### src/rtl/mcp_tx_arbiter.sv
// Round-robin sequencer sharing one MCP sender among NREQ requesters: grant -> asend pulse -> hold -> wait for aready.
// Grant lands one cycle after req is sampled with aready high; aready low holds off all grants; sticky watchdog err.
module mcp_tx_arbiter #(
  parameter int NREQ    = 4,
  parameter int DW      = 8,
  parameter int TIMEOUT = 255
) (
  input  logic                      aclk,
  input  logic                      arst_n,
  input  logic [NREQ-1:0]           req,
  input  logic [NREQ*DW-1:0]        req_data,
  output logic [NREQ-1:0]           gnt,
  output logic [$clog2(NREQ)-1:0]   src_id,
  output logic [DW-1:0]             adatain,
  output logic                      asend,
  input  logic                      aready,
  output logic                      busy,
  output logic                      err
);

  localparam int IDW = $clog2(NREQ);
  localparam int CW  = (TIMEOUT > 0) ? $clog2(TIMEOUT + 1) : 1;

  typedef enum logic [1:0] {S_IDLE, S_SEND, S_HOLD, S_WAIT} state_t;

  state_t            r_state, w_state_nxt;
  logic [IDW-1:0]    r_ptr, w_ptr_nxt;
  logic [IDW-1:0]    r_src, w_src_nxt;
  logic [DW-1:0]     r_dat, w_dat_nxt;
  logic [NREQ-1:0]   r_gnt, w_gnt_nxt;
  logic              r_asend, w_asend_nxt;
  logic              r_busy, w_busy_nxt;
  logic              r_err, w_err_nxt;
  logic [CW-1:0]     r_cnt, w_cnt_nxt;

  logic              w_found;
  logic [IDW-1:0]    w_win;
  logic [DW-1:0]     w_word;

  // Scan starts one past the last winner, so the last winner has lowest priority.
  always_comb begin
    w_found = 1'b0;
    w_win   = '0;
    w_word  = '0;
    for (int k = 1; k <= NREQ; k++) begin
      if (!w_found && req[(int'(r_ptr) + k) % NREQ]) begin
        w_found = 1'b1;
        w_win   = IDW'((int'(r_ptr) + k) % NREQ);
        w_word  = req_data[((int'(r_ptr) + k) % NREQ) * DW +: DW];
      end
    end
  end

  always_comb begin
    w_state_nxt = r_state;
    w_ptr_nxt   = r_ptr;
    w_src_nxt   = r_src;
    w_dat_nxt   = r_dat;
    w_gnt_nxt   = '0;
    w_asend_nxt = 1'b0;
    w_busy_nxt  = r_busy;
    w_err_nxt   = r_err;
    w_cnt_nxt   = r_cnt;
    case (r_state)
      S_IDLE: begin
        if (w_found && aready) begin
          w_state_nxt        = S_SEND;
          w_ptr_nxt          = w_win;
          w_src_nxt          = w_win;
          w_dat_nxt          = w_word;
          w_gnt_nxt[w_win]   = 1'b1;
          w_asend_nxt        = 1'b1;
          w_busy_nxt         = 1'b1;
        end
      end
      S_SEND: w_state_nxt = S_HOLD;
      // Sender needs a cycle to drop aready after the load pulse.
      S_HOLD: begin
        w_state_nxt = S_WAIT;
        w_cnt_nxt   = '0;
      end
      S_WAIT: begin
        if (aready) begin
          w_state_nxt = S_IDLE;
          w_busy_nxt  = 1'b0;
        end else if (r_cnt != CW'(TIMEOUT)) begin
          w_cnt_nxt = r_cnt + 1'b1;
          if (w_cnt_nxt == CW'(TIMEOUT)) w_err_nxt = 1'b1;
        end
      end
      default: w_state_nxt = S_IDLE;
    endcase
  end

  always_ff @(posedge aclk or negedge arst_n) begin
    if (!arst_n) begin
      r_state <= S_IDLE;
      r_ptr   <= IDW'(NREQ - 1);
      r_src   <= '0;
      r_dat   <= '0;
      r_gnt   <= '0;
      r_asend <= 1'b0;
      r_busy  <= 1'b0;
      r_err   <= 1'b0;
      r_cnt   <= '0;
    end else begin
      r_state <= w_state_nxt;
      r_ptr   <= w_ptr_nxt;
      r_src   <= w_src_nxt;
      r_dat   <= w_dat_nxt;
      r_gnt   <= w_gnt_nxt;
      r_asend <= w_asend_nxt;
      r_busy  <= w_busy_nxt;
      r_err   <= w_err_nxt;
      r_cnt   <= w_cnt_nxt;
    end
  end

  assign gnt     = r_gnt;
  assign src_id  = r_src;
  assign adatain = r_dat;
  assign asend   = r_asend;
  assign busy    = r_busy;
  assign err     = r_err;

endmodule

### config.mk
export PLATFORM = sky130hd
export DESIGN_NAME = mcp_tx_arbiter
export DESIGN_NICKNAME = d
export VERILOG_FILES = /design/src/rtl/mcp_tx_arbiter.sv
export SDC_FILE = /design/constraint.sdc
export NUM_CORES = 1
export LEC_CHECK = 0
export BUFFER_PORTS_ARGS = -buffer_cell sky130_fd_sc_hd__clkbuf_2
export CAP_MARGIN = 30
export CELL_PAD_IN_SITES_DETAIL_PLACEMENT = 1
export CELL_PAD_IN_SITES_GLOBAL_PLACEMENT = 1
export CORE_MARGIN = 8
export CORE_UTILIZATION = 44
export DETAILED_ROUTE_END_ITERATION = 16
export PLACE_DENSITY = 0.87
export SYNTH_ARGS = -nofsm -noshare
export SYNTH_HDL_FRONTEND = slang
export SYNTH_SLANG_ARGS = --single-unit
### constraint.sdc
create_clock -name aclk -period 4.8 [get_ports aclk]
set_input_delay 0.72 -clock aclk [delete_from_list [all_inputs] [get_ports aclk]]
set_output_delay 0.72 -clock aclk [all_outputs]
set_load 0.05 [all_outputs]
# [Word-level counts from Yosys, hierarchy flattened]
# Index checks and enable logic that the tools add are counted.
# Widths: inputs -> output; s select.
[totals] regBits=29 wordCells=97
[classes] bitwise_logic=5 magnitude_cmp=6 shift=4 reduce_logical=20 muxes=39 eq_ne=9 add_sub_neg=5
[ops] operator="$shiftx 32x6->8" n=4
[ops] operator="$mux 8" n=6
[ops] operator="$mux 1" n=17
[ops] operator="$lt 3x4->1 const B" n=4
[ops] operator="$pmux 8 s2" n=1
[ops] operator="$mux 2" n=6
[ops] operator="$add 8x1->8 const B" n=1
[ops] operator="$bmux 1 s2" n=4
[ops] operator="$eq 8x8->1 const B" n=1
[ops] operator="$mux 4" n=2
[ops] operator="$ne 2x2->1 const B" n=4
[ops] operator="$ne 8x8->1 const B" n=1
[ops] operator="$pmux 2 s4" n=1
[ops] operator="$reduce_or 2->1" n=4
[ops] operator="$reduce_and 3->1" n=2
[ops] operator="$logic_and 1x1->1" n=5
[ops] operator="$add 2x1->2 const B" n=2
[ops] operator="$add 2x2->2 const B" n=2
[ops] operator="$and 1x1->1 const A" n=4
[ops] operator="$eq 2x2->1 const B" n=2
[ops] operator="$reduce_and 2->1" n=2
[ops] operator="$reduce_and 4->1" n=1
[ops] operator="$reduce_bool 2->1" n=2
[ops] operator="$logic_not 1->1" n=3
[ops] operator="other kinds (7)" n=7

# [Depth between registers and ports, before layout]
[depth] ltp_word=22 mapped_depth=8 ltp_nobuf=7

# [Worst setup path after synthesis]
# Ideal clock, no wire load.
[synth_timing] path_kind="in2reg" from="in req[3]" to="reg r_dat[5], in the netlist adatain[5]" path_stages=6 t_arrival_ns=2.258 setup_slack_ns=2.472 path_cell_list="or3b_4 -> a2111oi_4 -> nor3_2 -> buf_6 -> or4_1 -> nand3_1"
[synth_via] elab_chain_len=15 elab_cells_between_ends=28 cone_classes="mux (20); reduce/logical (8)"
[synth_lines] element="start: declaration" line_no="10" rtl="input logic [NREQ-1:0] req,"
[synth_lines] element="$bmux 1 s2" line_no="46" rtl="if (!w_found && req[(int'(r_ptr) + k) % NREQ]) begin"
[synth_lines] element="$mux 1 (not written as such) (2 in a row)" line_no="46"
[synth_lines] element="$mux 1" line_no="46"
[synth_lines] element="$logic_not 1->1" line_no="46"
[synth_lines] element="$logic_and 1x1->1" line_no="46"
[synth_lines] element="$mux 1" line_no="46"
[synth_lines] element="$logic_not 1->1" line_no="46"
[synth_lines] element="$logic_and 1x1->1" line_no="46"
[synth_lines] element="$mux 1" line_no="46"
[synth_lines] element="$logic_not 1->1" line_no="46"
[synth_lines] element="$logic_and 1x1->1" line_no="46"
[synth_lines] element="$mux 1" line_no="46"
[synth_lines] element="$logic_and 1x1->1" line_no="66" rtl="if (w_found && aready) begin"
[synth_lines] element="$reduce_and 2->1 (no line)"
[synth_lines] element="end signal: assignment" line_no="110" rtl="r_dat <= w_dat_nxt;"
[synth_lines] element="end: declaration" line_no="29" rtl="logic [DW-1:0] r_dat, w_dat_nxt;"
# Parallel ways exist; a longest one is shown, timed or not. The select of a mux whose other input is x is not followed.
# A chain may end at the register's enable or synchronous reset.

# [Worst setup path after layout]
[layout_timing] from="reg r_ptr[1]" to="reg r_dat[0], in the netlist adatain[0]"
[layout_via] elab_chain_len=16 elab_cells_between_ends=44 cone_classes="add/sub (4); shift (4); mux (20); bitwise (4); reduce/logical (12)"
[layout_lines] element="start: declaration" line_no="27" rtl="logic [IDW-1:0] r_ptr, w_ptr_nxt;"
[layout_lines] element="start signal: assignment" line_no="98" rtl="r_ptr <= IDW'(NREQ - 1);"
[layout_lines] element="start signal: assignment" line_no="108" rtl="r_ptr <= w_ptr_nxt;"
[layout_lines] element="$add 2x1->2" line_no="46, 49"
[layout_lines] element="$bmux 1 s2" line_no="46"
[layout_lines] element="$mux 1 (not written as such) (2 in a row)" line_no="46"
[layout_lines] element="$mux 1" line_no="46"
[layout_lines] element="$logic_not 1->1" line_no="46"
[layout_lines] element="$logic_and 1x1->1" line_no="46"
[layout_lines] element="$mux 1" line_no="46"
[layout_lines] element="$logic_not 1->1" line_no="46"
[layout_lines] element="$logic_and 1x1->1" line_no="46"
[layout_lines] element="$mux 1" line_no="46"
[layout_lines] element="$logic_not 1->1" line_no="46"
[layout_lines] element="$logic_and 1x1->1" line_no="46"
[layout_lines] element="$mux 1" line_no="46"
[layout_lines] element="$logic_and 1x1->1" line_no="66"
[layout_lines] element="$reduce_and 2->1 (no line)"
# Parallel ways exist; a longest one is shown, timed or not. The select of a mux whose other input is x is not followed.

==> out/qor.yml <==
synthesis:
  yosys.cell_count.top_type: "nor2_1"
  synthTopCellsByCount: "nor2_1 (31), nand2_1 (29), dfrtp_1 (27), mux2_2 (25), clkbuf_1 (16)"
  synthArstFlopShare_pct: 100
  synth_edf_count: 0
  synthCells: 286
  ys_ff_latch: 29
  synth_top_area_share_pct: 27.4
  syn_nets: 330
  synth_top_area_cell: "dfrtp_1"
  yosys_warnings: 0
  synth.distinct_cells: 51
  synth_area_um2: 2470
  ys.flop_type: "dfrtp_1"
  synth.avg_cell_area_um2: 8.62
  yosysSeqAreaShare_pct: 29.5
  ys_top_cells_by_area: "dfrtp_1 (27%), mux2_2 (11%), nor2_1 (4.7%)"
floorplanning:
  ios: 56
  die_x_um: 90.9
  initial_core_util_pct: 45.1
  die_area_um2: 8260
  core-area_um2: 5470
  row_count: 27
  die_height_um: 90.9
global_routing:
  antenna_found_initial: 0
  first_global_vias: 2598
  top_usage_layer: "met2"
  grtUsageMet3_pct: 5.82
  grtUsageMet1_pct: 20.3
  grtUsageMet2_pct: 31.5
  grt_usage_pct: 18.0
  grt_first_pass_wirelength_um: 12400
  overflow: 0
  grt_max_degree: 52
cts:
  cts-root-buf: "clkbuf_8"
  cts_resized: 0
  clock_latency_ns: 0.28
  cts_tree: "done"
  clkSinkCount: 29
  htreeDepth: 2
  cts_hold_buffers: 0
  post-cts-setup-buffer-count: 0
  clk_pin_slew_ns: 0.06
  cts.path.max_buffers: 2
  cts_buffers: 5
worst_setup_path:
  path_class: "flop to flop"
  critical_path_required_ns: 4.95
  worstPathMaxFanout: 46
  crit_path_start_kind: "flop"
  arrival_ns: 2.99
  worstSetupEndpointType: "flop"
  rr_worst_depth: 5
route:
  viasPerCell: 6.00
  final_antenna_net_count: 0
  drc: 0
  post_drt_wl_per_cell_um: 18.3
  drt-total-wl_um: 7340
  num_vias: 2406
  drtIter0Drc: 96
  first_pass_iters: 4
place:
  port_buffers: 55
  gp_congestion: 0.782
  hpwl_um: 5430
  dp_slack_ns: 1.78
sta:
  final-setup-viol-count: 0
  min_period_ns: 2.84
  slew_headroom_pct: 36.7
  drv_slew: 0
  fmax_mhz: 352
  setup_tns_ns: 0
  hold_ws_ns: 0.485
  setup_slack_ns: 1.96
  finClkSkew_ns: 0.00564
  hold_viol_final: 0
  tightest_slew_ns: 0.944
  fin_crit_sh_pct: 59.3
  rsz0062_at_grt: "no"
pwr:
  switching_share_pct: 49.6
  power_leakage_nw: 1.31
  power.density_nw_per_um2: 558
  p_switching_mw: 0.785
  pwr-share-comb_pct: 55.7
  total_power_mw: 1.58
  pwr-share-seq_pct: 31.1
  p_int_mw: 0.799
  pwr-share-clk_pct: 13.1
  vdd_drop_max_uv: 231
layout:
  drive_gt1_share_pct: 28.9
  fin_nets: 372
  antenna_cells: 0
  area_delta_synth_final_pct: 15.1
job:
  cap_violations: 0
status:
  status: "complete, no violations"
worst_hold_path:
  hp-class: "input pin to asynchronous set/reset pin"
[path summary, 6_finish.rpt]
path,startpoint,end,slack [ns]
max,r_ptr[1],adatain[0],1.96
min,arst_n,busy,0.48
max reg2reg,r_ptr[1],adatain[0],1.96
min reg2reg,err,err,0.48
max in group asynchronous,arst_n,r_cnt[5],3.84
min in group aclk,err,err,0.49
[per-stage QoR]
stage / util [%] / area [um2] / std cells
global placement: 50.2 / 2750 / 393
detailed placement: 50.2 / 2750 / 393
CTS: 51.9 / 2840 / 401
finish: 51.9 / 2840 / 401
global route: 51.9 / 2840 / 401
floorplan: - / 2470 / 286
[cells by family (layout without fill, tap and decap cells)]
group	count (synthesis)	count (layout)	synth area share [%]
and+or+nand+nor	119	119	25.7
AOI/OAI and AO/OA	67	67	20.7
muxes	34	34	15.6
DFF	29	29	29.5
buffers and inverters	29	72	4.87
adders and majority gates	5	5	2.54
xor gates and xnor gates	3	3	1.07
[power by group through the flow]
stage	Combinational [mW]	Sequential, mW	Clock (mW)
finish	0.883	0.493	0.208
global placement	0.852	0.487	0
global route	0.965	0.513	0.224
CTS	0.887	0.493	0.212
floorplan	0.614	0.536	0
detailed placement	0.880	0.496	0
[metal layers]
layer	vias up	share of wire [%]	routed length [um]
li1	1153	-	-
met1	1180	42	3110
met2	62	50	3690
met3	11	5.7	415
met4	0	1.7	125
met5	-	0	0
[state kept, by name, summed over array words and instances, names as in the netlist]
register	count
adatain	8
src_id	2
r_cnt	8
err	1
r_state	2
gnt	4
r_ptr	2
asend	1
busy	1
[cell type report]
| type | instances | area [um2] |
|---|---|---|
| clock buffers | 8 | 90.1 |
| flip-flops and latches | 29 | 728 |
| fillers | 701 | 2630 |
| well taps | 72 | 90.1 |
| repair buffers | 56 | 283 |
| multi-input cells | 228 | 1620 |
| inverters | 8 | 30.0 |
[placed cells by master, fill, tap and decap left out, drive strengths merged, types with 4 or more instances in the layout]
cell type	count
nand3	11
nand4b	8
clkbuf	63
nor2b	4
mux2	25
mux2i	8
nand2	29
o21ai	18
and3	5
a221o	9
or4	9
o211a	7
nand2b	4
inv	8
a21oi	6
ha	5
a22oi	5
dfrtp	27
nor2	31
nor3	4
o211ai	4
o31ai	4
[critical path, stage by stage (launching register included)]
cell	delay, ns
dfstp_2	1.15
nor2_1	0.19
and3_1	0.24
nor3_2	0.77
or4_1	0.23
o2111ai_1	0.11
(Power assumes the default switching activity.)
